`config.mk`:
```
export PLATFORM = sky130hd
export DESIGN_NAME = vocab_scan_ctrl
export DESIGN_NICKNAME = d
export VERILOG_FILES = /design/src/rtl/vocab_scan_ctrl.sv
export SDC_FILE = /design/constraint.sdc
export NUM_CORES = 1
export LEC_CHECK = 0
export ABC_AREA = 1
export BUFFER_PORTS_ARGS = -buffer_cell sky130_fd_sc_hd__buf_2
export CAP_MARGIN = 15
export CORE_AREA = 2 2 62 88
export DETAILED_ROUTE_END_ITERATION = 8
export DIE_AREA = 0 0 64 90
export HOLD_SLACK_MARGIN = 0.15
export PLACE_DENSITY = 0.8
export SYNTH_ARGS = -nofsm -noshare
export SYNTH_HDL_FRONTEND = slang
export SYNTH_SLANG_ARGS = --single-unit
```
`constraint.sdc`:
```
create_clock -name clk -period 4.73 [get_ports clk]
set_input_delay 0.473 -clock clk [delete_from_list [all_inputs] [get_ports clk]]
set_output_delay 0.473 -clock clk [all_outputs]
set_load 0.02 [all_outputs]
```
`src/rtl/vocab_scan_ctrl.sv`:
```
// vocab_scan_ctrl: linear scan of a vocabulary RAM for a search key.
// Each entry is WORD_LENGTH*DATA_WIDTH bits wide. The scan walks from
// start_addr to end_addr and wraps past the top of the address space if
// needed. It stops on the first entry that matches the key, on the first
// all-zero (null) entry, or after it has checked end_addr. The RAM has
// one cycle of read latency, so every entry costs a FETCH cycle and a
// CHECK cycle.
//
// state   | meaning
// --------+-----------------------------------------------------------
// S_IDLE  | waiting for start; results of the last scan are held
// S_FETCH | read request for curr_addr issued to the RAM
// S_CHECK | RAM word compared against the key; stop or advance
// S_DONE  | one-cycle done pulse, then back to S_IDLE
module vocab_scan_ctrl #(
    parameter int ADDR_WIDTH  = 4,
    parameter int WORD_LENGTH = 3,
    parameter int DATA_WIDTH  = 8
) (
    input  logic                              clk,
    input  logic                              rst_n,
    input  logic                              start,
    input  logic                              abort,
    input  logic [WORD_LENGTH*DATA_WIDTH-1:0] word,
    input  logic [ADDR_WIDTH-1:0]             start_addr,
    input  logic [ADDR_WIDTH-1:0]             end_addr,
    output logic                              ram_en,
    output logic [ADDR_WIDTH-1:0]             ram_addr,
    input  logic [WORD_LENGTH*DATA_WIDTH-1:0] ram_dout,
    output logic                              busy,
    output logic                              done,
    output logic                              found,
    output logic [ADDR_WIDTH-1:0]             match_addr,
    output logic                              overflow,
    output logic                              null_hit
);

    localparam int W = WORD_LENGTH * DATA_WIDTH;

    typedef enum logic [1:0] {
        S_IDLE  = 2'd0,
        S_FETCH = 2'd1,
        S_CHECK = 2'd2,
        S_DONE  = 2'd3
    } state_t;

    state_t                r_state;
    state_t                w_next_state;

    logic [W-1:0]          r_word;
    logic [ADDR_WIDTH-1:0] r_end_addr;
    logic [ADDR_WIDTH-1:0] r_curr_addr;
    logic                  r_found;
    logic [ADDR_WIDTH-1:0] r_match_addr;
    logic                  r_overflow;
    logic                  r_null_hit;

    logic                  w_accept;
    logic                  w_abort;
    logic                  w_hit;
    logic                  w_null;
    logic                  w_last;
    logic                  w_wrap;

    // start is only looked at in IDLE; abort only acts while a scan is active
    assign w_accept = (r_state == S_IDLE) && start;
    assign w_abort  = abort && ((r_state == S_FETCH) || (r_state == S_CHECK));

    // A key match wins over a null entry, so an all-zero key reports found
    assign w_hit  = (ram_dout == r_word);
    assign w_null = (ram_dout == '0);
    assign w_last = (r_curr_addr == r_end_addr);
    assign w_wrap = &r_curr_addr;

    // State register
    always_ff @(posedge clk or negedge rst_n) begin
        if (!rst_n) begin
            r_state <= S_IDLE;
        end else begin
            r_state <= w_next_state;
        end
    end

    // Next-state decode; abort overrides whatever CHECK would have concluded
    always_comb begin
        w_next_state = r_state;
        case (r_state)
            S_IDLE: begin
                if (start) begin
                    w_next_state = S_FETCH;
                end
            end
            S_FETCH: begin
                if (abort) begin
                    w_next_state = S_IDLE;
                end else begin
                    w_next_state = S_CHECK;
                end
            end
            S_CHECK: begin
                if (abort) begin
                    w_next_state = S_IDLE;
                end else if (w_hit || w_null || w_last) begin
                    w_next_state = S_DONE;
                end else begin
                    w_next_state = S_FETCH;
                end
            end
            S_DONE: begin
                w_next_state = S_IDLE;
            end
            default: begin
                w_next_state = S_IDLE;
            end
        endcase
    end

    // Moore outputs; the address bus is parked at zero when no read is issued
    always_comb begin
        ram_en   = 1'b0;
        ram_addr = '0;
        busy     = 1'b0;
        done     = 1'b0;
        case (r_state)
            S_FETCH: begin
                ram_en   = 1'b1;
                ram_addr = r_curr_addr;
                busy     = 1'b1;
            end
            S_CHECK: begin
                busy = 1'b1;
            end
            S_DONE: begin
                done = 1'b1;
            end
            default: begin
                ram_en = 1'b0;
            end
        endcase
    end

    // Request latch and scan address: these are captured when a start is accepted
    always_ff @(posedge clk or negedge rst_n) begin
        if (!rst_n) begin
            r_word      <= '0;
            r_end_addr  <= '0;
            r_curr_addr <= '0;
        end else if (w_accept) begin
            r_word      <= word;
            r_end_addr  <= end_addr;
            r_curr_addr <= start_addr;
        end else if ((r_state == S_CHECK) && !abort && !w_hit && !w_null && !w_last) begin
            r_curr_addr <= r_curr_addr + 1'b1;
        end
    end

    // Result registers: cleared on start or abort, updated when the scan ends
    always_ff @(posedge clk or negedge rst_n) begin
        if (!rst_n) begin
            r_found      <= 1'b0;
            r_match_addr <= '0;
            r_overflow   <= 1'b0;
            r_null_hit   <= 1'b0;
        end else if (w_accept || w_abort) begin
            r_found      <= 1'b0;
            r_match_addr <= '0;
            r_overflow   <= 1'b0;
            r_null_hit   <= 1'b0;
        end else if (r_state == S_CHECK) begin
            if (w_hit) begin
                r_found      <= 1'b1;
                r_match_addr <= r_curr_addr;
            end else if (w_null) begin
                r_null_hit   <= 1'b1;
                r_match_addr <= r_curr_addr;
            end else if (w_last) begin
                r_found      <= 1'b0;
                r_match_addr <= r_end_addr;
            end else if (w_wrap) begin
                r_overflow   <= 1'b1;
            end
        end
    end

    assign found      = r_found;
    assign match_addr = r_match_addr;
    assign overflow   = r_overflow;
    assign null_hit   = r_null_hit;

endmodule

```
---- Yosys cells after proc, flatten, opt, wreduce, memory -nomap -nowiden ----
Index checks and enable logic that the tools add are counted.
storage, ports and cells
  register bits ........................... 41
  bits of input ports ..................... 60
  output and inout bits ................... 14
  word-level logic and storage cells ...... 78
operators by class
  add/subtract/negate cells ............... 1
  eq/ne operators ......................... 10
  muxes and demuxes ....................... 31
  reduce and logical (&&, ||, !) cells .... 28
operators with widths
  kind                                                    number
  2-to-1 mux 4 bit                                        8
  == test 24 bit                                          1
  zero test 24 bit                                        1
  2-to-1 mux 1 bit                                        18
  2-to-1 mux 2 bit                                        4
  case mux 2 bit (4 select lines)                         1
  nonzero test 2 bit                                      4
  logical AND 1 bit                                       6
  inequality test 2 x 1 -> 1 bit (second input constant)  3
  AND reduction 3 bit                                     2
  AND reduction 5 bit                                     1
  adder 4 x 1 -> 4 bit (second input constant)            1
  == test 2 bit (second input constant)                   2
  == test 4 bit                                           1
  zero test 1 bit                                         4
  logical OR 1 bit                                        4
  AND reduction 4 bit                                     1
  nonzero test 4 bit                                      1
  inequality test 3 x 2 -> 1 bit (second input constant)  1
  nonzero test 3 bit                                      1
  == test 2 x 1 -> 1 bit (second input constant)          1
  zero test 2 bit                                         1
  inequality test 2 bit (second input constant)           1
  AND reduction 2 bit                                     1
  OR reduction 2 bit                                      1

---- Logic depth before layout (Yosys ltp) ----
  word-level depth ........................ 7
  gate-level depth with buffers ........... 14
  mapped depth without buffers ............ 13

---- Least setup slack after synthesis ----
No wires, ideal clock.
  path type ............................... register to register
  from .................................... register r_state[1]
  to ...................................... register r_overflow (netlist: overflow)
  data arrival time ....................... 1698 ps
  slack ................................... 2954 ps
  cell stages (with the launch flop) ...... 11
  clock period less this slack ............ 1776 ps
  cell sequence ........................... dfrtp_1 -> inv_1 -> ha_1 -> inv_2 -> o21ai_2 -> inv_2 -> nand2_1 -> nand4_1 -> clkinv_1 -> nand4_1 -> a21oi_1
on the way
  word-level cells in the longest chain between the ends .. 6
  elaborated cells on any way between the ends .. 14
  classes of those cells .................. eq/ne (5); mux (1); reduce/logical (8)
RTL lines
  what                                                                                   line     source
  start, declared                                                                        47       state_t r_state;
  start signal, assigned                                                                 80       r_state <= w_next_state;
  == test 2 x 1 -> 1 bit / == test 2 bit (equally long branches)                         67, 169
  logical OR 1 bit                                                                       67       assign w_abort = abort && ((r_state == S_FETCH) || (r_state == S_CHECK));
  logical AND 1 bit                                                                      67
  logical OR 1 bit                                                                       164      end else if (w_accept || w_abort) begin
  inequality test 2 x 1 -> 1 bit (no line) / nonzero test 2 bit (equally long branches)  --
  AND reduction 5 bit (no line)                                                          --
  end signal, assigned                                                                   162      r_overflow <= 1'b0;
  end signal, assigned                                                                   167      r_overflow <= 1'b0;
  end signal, assigned                                                                   180      r_overflow <= 1'b1;
  end, declared                                                                          55       logic r_overflow;
Several ways; a longest one is shown, not always the timed one.
A chain may end at the register's enable or synchronous reset.

---- Worst setup path after layout ----
  from .................................... register r_state[0]
  to ...................................... register r_curr_addr[2]
on the way
  word-level cells in the longest chain between the ends .. 6
  elaborated cells on any way between the ends .. 9
  classes of those cells .................. eq/ne (1); mux (1); reduce/logical (7)
RTL lines
  what                             line  source
  == test 2 bit                    152   end else if ((r_state == S_CHECK) && !abort && !w_hit && !w_null && !w_last) begin
  logical AND 1 bit (4 in series)  152
  nonzero test 2 bit (no line)     --
  end signal, assigned             151   r_curr_addr <= start_addr;
  end signal, assigned             153   r_curr_addr <= r_curr_addr + 1'b1;
  end, declared                    52    logic [ADDR_WIDTH-1:0] r_curr_addr;
Several ways; a longest one is shown, not always the timed one.

==> out/qor.txt <==
maximum buffer depth of the clock tree -> 2
status -> finished, final reports clean
global-route congestion overflow total -> 0
crit-path cells -> inv_1 > ha_1 > nand2_2 > inv_2 > o21ai_0 > nand2_1 > nand2_1
Period Utilization, post-route -> 43.35%
final critical path time including I/O delays and setup -> 2.050 ns
Final #Nets -> 544
master cell of the clock root buffer -> clkbuf_8
number of nets produced by synthesis -> 474
Die Wd -> 64 microns
total count of max-transition violations in the final report -> 0
Crit path top cell by count -> nand2_1
layout cell share with drive strength beyond 1 -> 20.25%
number of cells produced by synthesis -> 408
pin count of the biggest net entering global routing -> 54
total wire length -> 5685 microns
kind of start point of the critical path -> flop
part of the power in registers -> 37.7%
combinational group share of total power -> 49.1%
arrival time of data at the critical path endpoint -> 2.24 ns
final setup TNS -> 0 ns
global placement routability congestion -> 0.8041
Final setup violation count -> 0
portion of total power attributed to the clock network -> 13.2%
total net switching power -> 0.7609 mW
vias in the first global route -> 2,447
post-route setup slack -> 2.680 ns
number of detailed-routing iterations run before antenna repair -> 4
count of buffers added by post-CTS timing repair for setup -> 0
average detailed-routed wire length per instance -> 10.43 microns
setup skew after layout -> 0.005560 ns
maximum single-stage delay on the critical path -> 0.64 ns
Reg2Reg Depth -> 7
number of CTS-inserted buffers -> 5
ranking of synthesized cells by area -> dfrtp_1, nand2_1, inv_1
highest ir drop seen on vdd -> 275.7 uV
static leakage -> 1.874 nW
# DRC -> 0
Fmax -> 487.7 MHz
number of hold buffers added after CTS -> 0
Cell Pwr Density -> 535.3 nW/um^2
CP Data Required Time -> 4.92 ns
total count of hold-check failures in the final report -> 0
via count -> 2,562
share of synthesized area occupied by flip-flops and latches -> 38.73%
CTS-repair resized insts -> 0
Port Buf Inserts -> 73
Worst R2R End -> r_curr_addr[2]$_DFFE_PN0P_
total routing usage reported by global routing -> 21.19%
clk sinks -> 41
final non-filler cell area -> 3131 sq um
placeable core region -> 5004 sq um
critical path class -> reg2reg
launch instance of the worst register-to-register path -> r_state[0]$_DFFE_PN0P_
remaining max-slew budget at the tightest pin -> 37.69%
area added between synthesis and finish -> 18.19%
post-place instance area -> 3048 sq um
cell type with the largest total area after synthesis -> dfrtp_1
sum of net half-perimeters after detailed placement -> 4395 microns
global-route wire length before repair -> 9887 microns
largest driver fanout on the critical path -> 53
Crit-path slowest cell -> inv_2
number of different library cells in the post-synthesis netlist -> 27
mean instance size in the synthesized netlist -> 6.492 sq um
internal reg-to-reg setup slack -> 2.68 ns
post-placement setup slack -> 2.673 ns
number of design-rule violations left by the first detailed-router iteration -> 63
average via count per standard cell -> 4.701
Ports -> 74
number of antenna violations at the first check in global routing -> 0
number of warning messages in the yosys log -> 0
clock tree from TritonCTS -> built
CTS HTree Levels -> 2
area share of the leading cell type in the synthesized netlist -> 38.73%
number of synthesized register bits -> 41
vertical extent of the die -> 90 microns
clk_lat worst skew -> 0.29 ns
Die Footprint -> 5760 sq um
synthesized area -> 2649 sq um
endpoint kind of the worst setup timing path -> flop
Max-Cap Viols -> 0
hold crit path type -> in2async
fraction of power spent switching nets -> 45.41%
register clock-pin slew on the reported worst setup and hold paths -> 0.08 ns
starting density of the core -> 52.94%
cell internal pwr -> 0.9149 mW
unrepaired setup endpoints after global routing -> false
num rows -> 31
Worst Max-Slew Pin Slew -> 0.9347 ns
number of routed nets with antenna violations -> 0
diodes inserted -> 0
## critical path, delay by kind of cell, from the launching register on
kind	cells	cell delay (ns)
flip-flops	1	0.40
adder cells (fa/ha/maj)	1	0.20
buffers and inverters	2	0.77
AND/OR/NAND/NOR	3	0.36
AO/OA/AOI/OAI	1	0.20
## area by class of cell
class,instances,area (sq um)
repair buffers,73,365.4
multi-input cells,296,1345
fillers,482,1873
flip-flops and latches,41,1026
well taps,66,82.58
inverters,61,229.0
clock buffers,6,72.57
clock inverters,2,10.01
## registers in the layout (all words and copies together) (netlist names)
signal       count
found            1
match_addr       4
null_hit         1
overflow         1
r_curr_addr      4
r_end_addr       4
r_state          2
r_word          24
## power groups by stage
stage,logic (mW),registers (mW),clock network [mW]
finish,0.823,0.631,0.221
global route,0.962,0.652,0.245
CTS,0.831,0.630,0.227
detailed placement,0.825,0.637,0
global placement,0.805,0.629,0
floorplan,0.661,0.608,0
## through the flow
step / hold slack (ns) / utilization, % / total power [mW] / cells
6_report: 0.3147 / 62.57 / 1.676 / 545
5_1_grt: 0.3662 / 62.57 / 1.859 / 545
4_1_cts: 0.3459 / 62.57 / 1.687 / 545
3_5_place_dp: 0.4567 / 60.92 / 1.462 / 537
3_3_place_gp: 0.4553 / 60.92 / 1.434 / 537
2_1_floorplan: 0.1774 / - / 1.268 / 408
## routing by layer
metal  wire [microns]  global-route usage [%]
met1             2435                   24.80
met3              255                   5.006
met5                0                       0
met4              105                   8.696
met2             2889                   36.46
## cells in the final DEF, fill, tap and decap left out, types with 3 or more instances in the layout
cell,Yosys,final
nand2_1,178,178
buf_2,3,73
inv_1,53,53
dfrtp_1,41,41
nor2_1,37,37
nand3_1,18,18
o21ai_0,13,13
o21ai_1,13,13
nand4_1,7,7
inv_2,6,6
xor2_1,6,6
ha_1,6,6
clkbuf_8,0,5
a21oi_1,3,3
nor2_2,3,3
## cell families after synthesis
group | synth area share [%]
simple gates | 39.16
compound gates | 6.141
fa+ha+maj | 2.834
buf+inv | 10.49
flops | 38.73
xor+xnor | 2.645
## worst max path at each step
stage | endpoint | cells after the start | from
final | r_curr_addr[2]$_DFFE_PN0P_ | 7 | r_state[0]$_DFFE_PN0P_
after global routing | r_curr_addr[2]$_DFFE_PN0P_ | 7 | r_state[0]$_DFFE_PN0P_
after CTS | r_curr_addr[2]$_DFFE_PN0P_ | 7 | r_state[0]$_DFFE_PN0P_
after detailed placement | r_curr_addr[2]$_DFFE_PN0P_ | 7 | r_state[0]$_DFFE_PN0P_
after global placement | r_curr_addr[2]$_DFFE_PN0P_ | 7 | r_state[0]$_DFFE_PN0P_
after floorplan | overflow$_DFFE_PN0P_ | 10 | r_state[1]$_DFFE_PN0P_
## cell usage after synthesis (all sizes together)
| cell | number |
|---|---|
| ha | 6 |
| clkinv | 2 |
| a21oi | 4 |
| inv | 59 |
| buf | 4 |
| xor2 | 6 |
| nor3 | 1 |
| o21ai | 27 |
| nand2 | 180 |
| nand4 | 7 |
| or2 | 1 |
| xnor2 | 2 |
| clkbuf | 6 |
| nand3 | 21 |
| dfrtp | 41 |
| nor2 | 41 |
Note: power is estimated with default switching activity, not from simulation.
